**src/rtl/dmem_pkg.sv**
```systemverilog
// Shared types and default parameters for the wait-state data memory.
package dmem_pkg;

  typedef enum logic [1:0] {
    IDLE = 2'd0,
    WAIT = 2'd1,
    RESP = 2'd2
  } state_t;

  localparam int DEF_DATA_W  = 32;
  localparam int DEF_DEPTH   = 64;
  localparam int DEF_LATENCY = 2;

  // Number of byte-offset address bits below the word index.
  function automatic int offset_bits(input int data_w);
    return $clog2(data_w / 8);
  endfunction

endpackage

```
**src/rtl/lat_counter.sv**
```systemverilog
// Loadable down-counter; zero asserts when the counter reaches zero this cycle.
// Combinational flag, one register stage; load takes priority over dec.
module lat_counter #(
  parameter int W = 2
) (
  input  logic         clk,
  input  logic         reset,
  input  logic         load,
  input  logic [W-1:0] load_val,
  input  logic         dec,
  output logic         zero
);

  logic [W-1:0] count;

  always_ff @(posedge clk) begin
    if (reset) begin
      count <= '0;
    end else if (load) begin
      count <= load_val;
    end else if (dec && (count != '0)) begin
      count <= count - W'(1);
    end
  end

  // While decrementing, the flag looks at the value the counter lands on so
  // the owner can leave its wait state on the same edge the count expires.
  assign zero = dec ? (count <= W'(1)) : (count == '0);

endmodule

```
**src/rtl/dmem_wait.sv**
```systemverilog
// Single-port byte-lane data memory answering each request after a fixed latency.
// ready is high only when idle; requests seen while busy are dropped, not queued.
module dmem_wait
  import dmem_pkg::*;
#(
  parameter int DATA_W  = DEF_DATA_W,
  parameter int DEPTH   = DEF_DEPTH,
  parameter int LATENCY = DEF_LATENCY
) (
  input  logic                clk,
  input  logic                reset,
  input  logic                req,
  input  logic                we,
  input  logic [31:0]         addr,
  input  logic [DATA_W-1:0]   wdata,
  input  logic [DATA_W/8-1:0] be,
  output logic                ready,
  output logic                ack,
  output logic [DATA_W-1:0]   rdata,
  output logic                err
);

  localparam int NB    = DATA_W / 8;
  localparam int OFF_W = offset_bits(DATA_W);
  localparam int IDX_W = (DEPTH > 1) ? $clog2(DEPTH) : 1;
  localparam int CW    = $clog2(LATENCY) + 1;
  localparam logic [31:0] OFF_MASK = (32'd1 << OFF_W) - 32'd1;

  state_t            state;
  logic              we_q;
  logic [31:0]       addr_q;
  logic [DATA_W-1:0] wdata_q;
  logic [NB-1:0]     be_q;

  logic [DATA_W-1:0] mem [DEPTH];

  logic              accept;
  logic              to_resp;
  logic              cnt_zero;
  logic              cur_we;
  logic [31:0]       cur_addr;
  logic [DATA_W-1:0] cur_wdata;
  logic [NB-1:0]     cur_be;
  logic [31:0]       word_idx;
  logic [IDX_W-1:0]  idx;
  logic              misaligned;
  logic              out_of_range;
  logic              bad;

  assign ready  = (state == IDLE);
  assign accept = req && ready;

  // With LATENCY=1 the response edge is the accepting edge, so the request
  // fields come straight from the ports rather than the capture registers.
  assign cur_we    = (state == IDLE) ? we    : we_q;
  assign cur_addr  = (state == IDLE) ? addr  : addr_q;
  assign cur_wdata = (state == IDLE) ? wdata : wdata_q;
  assign cur_be    = (state == IDLE) ? be    : be_q;

  assign word_idx     = cur_addr >> OFF_W;
  assign idx          = word_idx[IDX_W-1:0];
  assign misaligned   = |(cur_addr & OFF_MASK);
  assign out_of_range = (word_idx >= 32'(DEPTH));
  assign bad          = misaligned || out_of_range;

  assign to_resp = (accept && (LATENCY == 1)) || ((state == WAIT) && cnt_zero);

  lat_counter #(
    .W (CW)
  ) u_lat (
    .clk      (clk),
    .reset    (reset),
    .load     (accept),
    .load_val (CW'(LATENCY - 1)),
    .dec      (state == WAIT),
    .zero     (cnt_zero)
  );

  always_ff @(posedge clk) begin
    if (reset) begin
      state <= IDLE;
      ack   <= 1'b0;
      err   <= 1'b0;
      rdata <= '0;
    end else begin
      ack   <= 1'b0;
      err   <= 1'b0;
      rdata <= '0;
      unique case (state)
        IDLE: begin
          if (req) begin
            we_q    <= we;
            addr_q  <= addr;
            wdata_q <= wdata;
            be_q    <= be;
            state   <= (LATENCY == 1) ? RESP : WAIT;
          end
        end
        WAIT: begin
          if (cnt_zero) begin
            state <= RESP;
          end
        end
        RESP: begin
          state <= IDLE;
        end
        default: begin
          state <= IDLE;
        end
      endcase
      if (to_resp) begin
        ack <= 1'b1;
        err <= bad;
        if (!cur_we && !bad) begin
          rdata <= mem[idx];
        end
      end
    end
  end

  // Storage has no reset; an aborted transaction never reaches this write.
  always_ff @(posedge clk) begin
    if (!reset && to_resp && cur_we && !bad) begin
      for (int i = 0; i < NB; i++) begin
        if (cur_be[i]) begin
          mem[idx][8*i +: 8] <= cur_wdata[8*i +: 8];
        end
      end
    end
  end

endmodule

```
**config.mk**
```make
export PLATFORM = sky130hd
export DESIGN_NAME = dmem_wait
export DESIGN_NICKNAME = d
export VERILOG_FILES = /design/src/rtl/dmem_pkg.sv /design/src/rtl/lat_counter.sv /design/src/rtl/dmem_wait.sv
export SDC_FILE = /design/constraint.sdc
export NUM_CORES = 2
export LEC_CHECK = 0
export ABC_AREA = 1
export BUFFER_PORTS_ARGS = -buffer_cell sky130_fd_sc_hd__buf_4
export CORE_MARGIN = 3
export CORE_UTILIZATION = 35
export DETAILED_ROUTE_END_ITERATION = 7
export PLACE_DENSITY = 0.49
export SLEW_MARGIN = 20
export SYNTH_ARGS = -nofsm -noshare
export SYNTH_HDL_FRONTEND = slang
export SYNTH_SLANG_ARGS = --single-unit
export TNS_END_PERCENT = 20
```
**constraint.sdc**
```tcl
create_clock -name clk -period 7.05 [get_ports clk]
set_input_delay 0.3525 -clock clk [delete_from_list [all_inputs] [get_ports clk]]
set_output_delay 0.3525 -clock clk [all_outputs]
set_load 0.01 [all_outputs]
```
==> summary.txt <==
Outcome
  • Status: completed

Logic synthesis
  • Most used DFF post-synth: edfxtp_1
  • Number of synthesized flops with an enable pin: 2117
  • Leading area contributor after synthesis: edfxtp_1
  • Cells after Synth: 8931
  • Syn Nets: 9005
  • Multiplexer area fraction after synthesis: 0%
  • Share of the synthesized area in the top cell type: 68.7%
  • YS warnings: 0
  • Commonest cells in the netlist: 2695 x nand2_1, 2117 x edfxtp_1, 1901 x inv_1
  • Syn_area_per_cell: 10.4 µm²
  • Synth Area in Compound Gates: 2.55%
  • Mapped cell area: 0.0926 mm²
  • Most frequent cell after synthesis: nand2_1
  • Post-synthesis adder-cell area fraction: 0.0270%
  • Synth area leaders: edfxtp_1 69%, nand2_1 11%, inv_1 7.7%
  • Async set-reset flop share out of synthesis: 0%
  • Main combinational cell family by area after synthesis: simple AND/OR/NAND/NOR gates
  • Simple-gate share of the synthesized area: 17.9%
  • XOR/XNOR Fraction of Synth Area: 0%
  • Synth cell types: 33
  • Yosys reg bits: 2155
  • Seq/Total Area, Yosys: 69.5%

Pwr
  • Power consumption: 28900 µW
  • Lkg Pwr: 0.0438 µW
  • VDD IR max: 220 µV
  • PwrDens: 276 mW/mm²

Timing
  • Post-layout min period: 5.09 ns
  • Final Hold Violating Endpoints: 0
  • Min Hold Slack: 0.207 ns
  • Setup TNS: 0 ns
  • Worst Clk Skew: 0.0356 ns
  • Worst slew pin tran: 1.36 ns
  • Relative slew slack: 9.19%
  • RSZ-0062 raised after global routing: no
  • Final setup fails: 0
  • Fin crit share: 72.1%
  • Peak Freq: 197 MHz
  • Final Max Tran Viols: 0

GRT
  • Initial antenna violation count: 34
  • Largest net degree at the start of global routing: 157
  • First-pass GRT wire length: 422000 µm
  • Aggregate global routing overflow: 0
  • Global Route Usage Sum: 21.4%
  • Vias in the first global route: 58793

Setup path
  • WP data arrival: 5.82 ns
  • CP Launch Type: register
  • R2R setup slack: 1.96 ns
  • Critical R2R Launch: state[1]$_SDFFE_PP0P_
  • Crit Path Category: reg2reg
  • Worst Setup SP: state[1]$_SDFFE_PP0P_
  • CP max FO: 111
  • Worst Setup End Kind: register
  • Data required time of the critical path: 7.78 ns

Clock network
  • CTS H-tree lvls: 4
  • Max Root-Sink Buffers: 3
  • Num CTS Buffers: 230
  • Clock Latency Late Sink: 0.89 ns
  • CTS tree: built
  • Clock sink count: 2155
  • Clock-pin slew on the worst setup and hold paths: 0.06 ns
  • CTS root buffer: clkbuf_16
  • Buffers inserted by post-CTS timing repair: 0

Routing
  • Via count: 61174
  • DRC Markers: 0
  • Initial DRC Count: 6190
  • Drt via density: 4.79
  • TritonRoute pass-1 iters: 7
  • Wire length per cell: 23.0 µm
  • Drt total wl: 294000 µm
  • Antenna Nets Post-Route: 0

Placed design
  • Gpl congestion: 0.841
  • Hpwl dp: 182000 µm
  • Placed Instances: 12258
  • # port buffers: 106

Floorplan
  • Die width: 520 µm
  • # rows: 188
  • Die height: 520 µm
  • Starting density of the core: 35.2%
  • # IOs: 107
  • Die area: 0.271 mm²
  • CORE AREA: 0.263 mm²

Finish
  • Total Nets Final: 9121
  • Layout cells sized above 1: 6.69%
  • Area grow syn2layout: 13.3%
  • Fill count: 25606
  • Final std cells w/o fill: 12764

Job
  • MaxCap Viol Count: 0

Hold path
  • Min-delay src: wdata[7]
  • Min-Delay Path Class: in2reg
## registers in the layout, indices dropped and copies added (netlist names)
| register | cells |
|---|---|
| ack | 1 |
| addr_q | 32 |
| be_q | 4 |
| err | 1 |
| mem | 2048 |
| rdata | 32 |
| state | 2 |
| u_lat.count | 2 |
| wdata_q | 32 |
| we_q | 1 |
## final timing paths
kind	to	cells past startpoint
worst max-delay path	rdata[14]$_SDFF_PP0_	12
worst min-delay path	wdata_q[7]$_DFFE_PP_	2
worst max register to register	rdata[14]$_SDFF_PP0_	12
worst min register to register	mem[62][4]$_DFFE_PP_	2
## layout make-up
cell class,count,area [µm²],area share [%]
repair buffers,292,2540,2.43
clock inverters,116,938,0.895
multi-input cells,4461,19200,18.3
inverters,1907,7160,6.83
clock buffers,302,6270,5.98
well taps,3515,4400,4.19
flip-flops and latches,2155,64300,61.3
diodes,16,40.0,0.0382
## cell families after synthesis
logic type	Yosys count
flip-flops	2155
AO/OA/AOI/OAI	421
buffers and inverters	2315
adder cells (fa/ha/maj)	2
AND/OR/NAND/NOR	4038
## worst max-delay path, cell delays in order, from the launching register on
cell	delay, ns
dfxtp_1	0.35
nor2_4	0.54
buf_4	0.43
nand2_1	0.20
nand2_8	0.63
buf_4	0.78
nand2_1	0.13
nand3_1	0.12
o21ai_0	0.11
o21ai_0	0.83
nand2_1	0.27
nor2_1	0.16
a21oi_1	0.08
## metrics by stage
| step | instance area [µm²] | setup slack, ns | util, % |
|---|---|---|---|
| 3_5_place_dp | 96900 | 2.06 | 36.9 |
| 4_1_cts | 105000 | 2.04 | 39.9 |
| 3_3_place_gp | 96800 | 2.02 | 36.9 |
| 6_report | 105000 | 1.96 | 39.9 |
| 5_1_grt | 105000 | 1.78 | 39.9 |
| 2_1_floorplan | 92600 | 2.75 | - |
## repair_timing
| item | 4_1_cts | 5_1_grt |
|---|---|---|
| endpoints found under the hold margin | 112 | 0 |
| hold buffers | 72 | 0 |
| gates resized for setup | 0 | 0 |
## placed cells by master (no fill, tap or decap), types with 72 or more instances in the layout
cell type	synthesis	layout
buf_4	31	205
clkbuf_16	0	236
dlygate4sd3_1	0	72
edfxtp_1	2117	2117
inv_1	1901	1901
nand2_1	2695	2662
nand3_1	864	864
nor2_1	388	387
o211ai_1	96	96
o21ai_0	147	147
o21ai_1	144	144
## power by group
| group | internal (µW) | switching (µW) |
|---|---|---|
| logic | 591 | 2330 |
| clock network | 6680 | 5030 |
| registers | 14300 | 5.74 |
| total | 21600 | 7360 |
## metal layers
layer	wire length, µm	vias to the layer above	global-route usage [%]
li1	-	28683	-
met1	129000	30063	29.6
met2	135000	1954	33.6
met5	135	-	0
met3	18800	454	3.44
met4	11600	20	8.50
(Power assumes the default switching activity.)
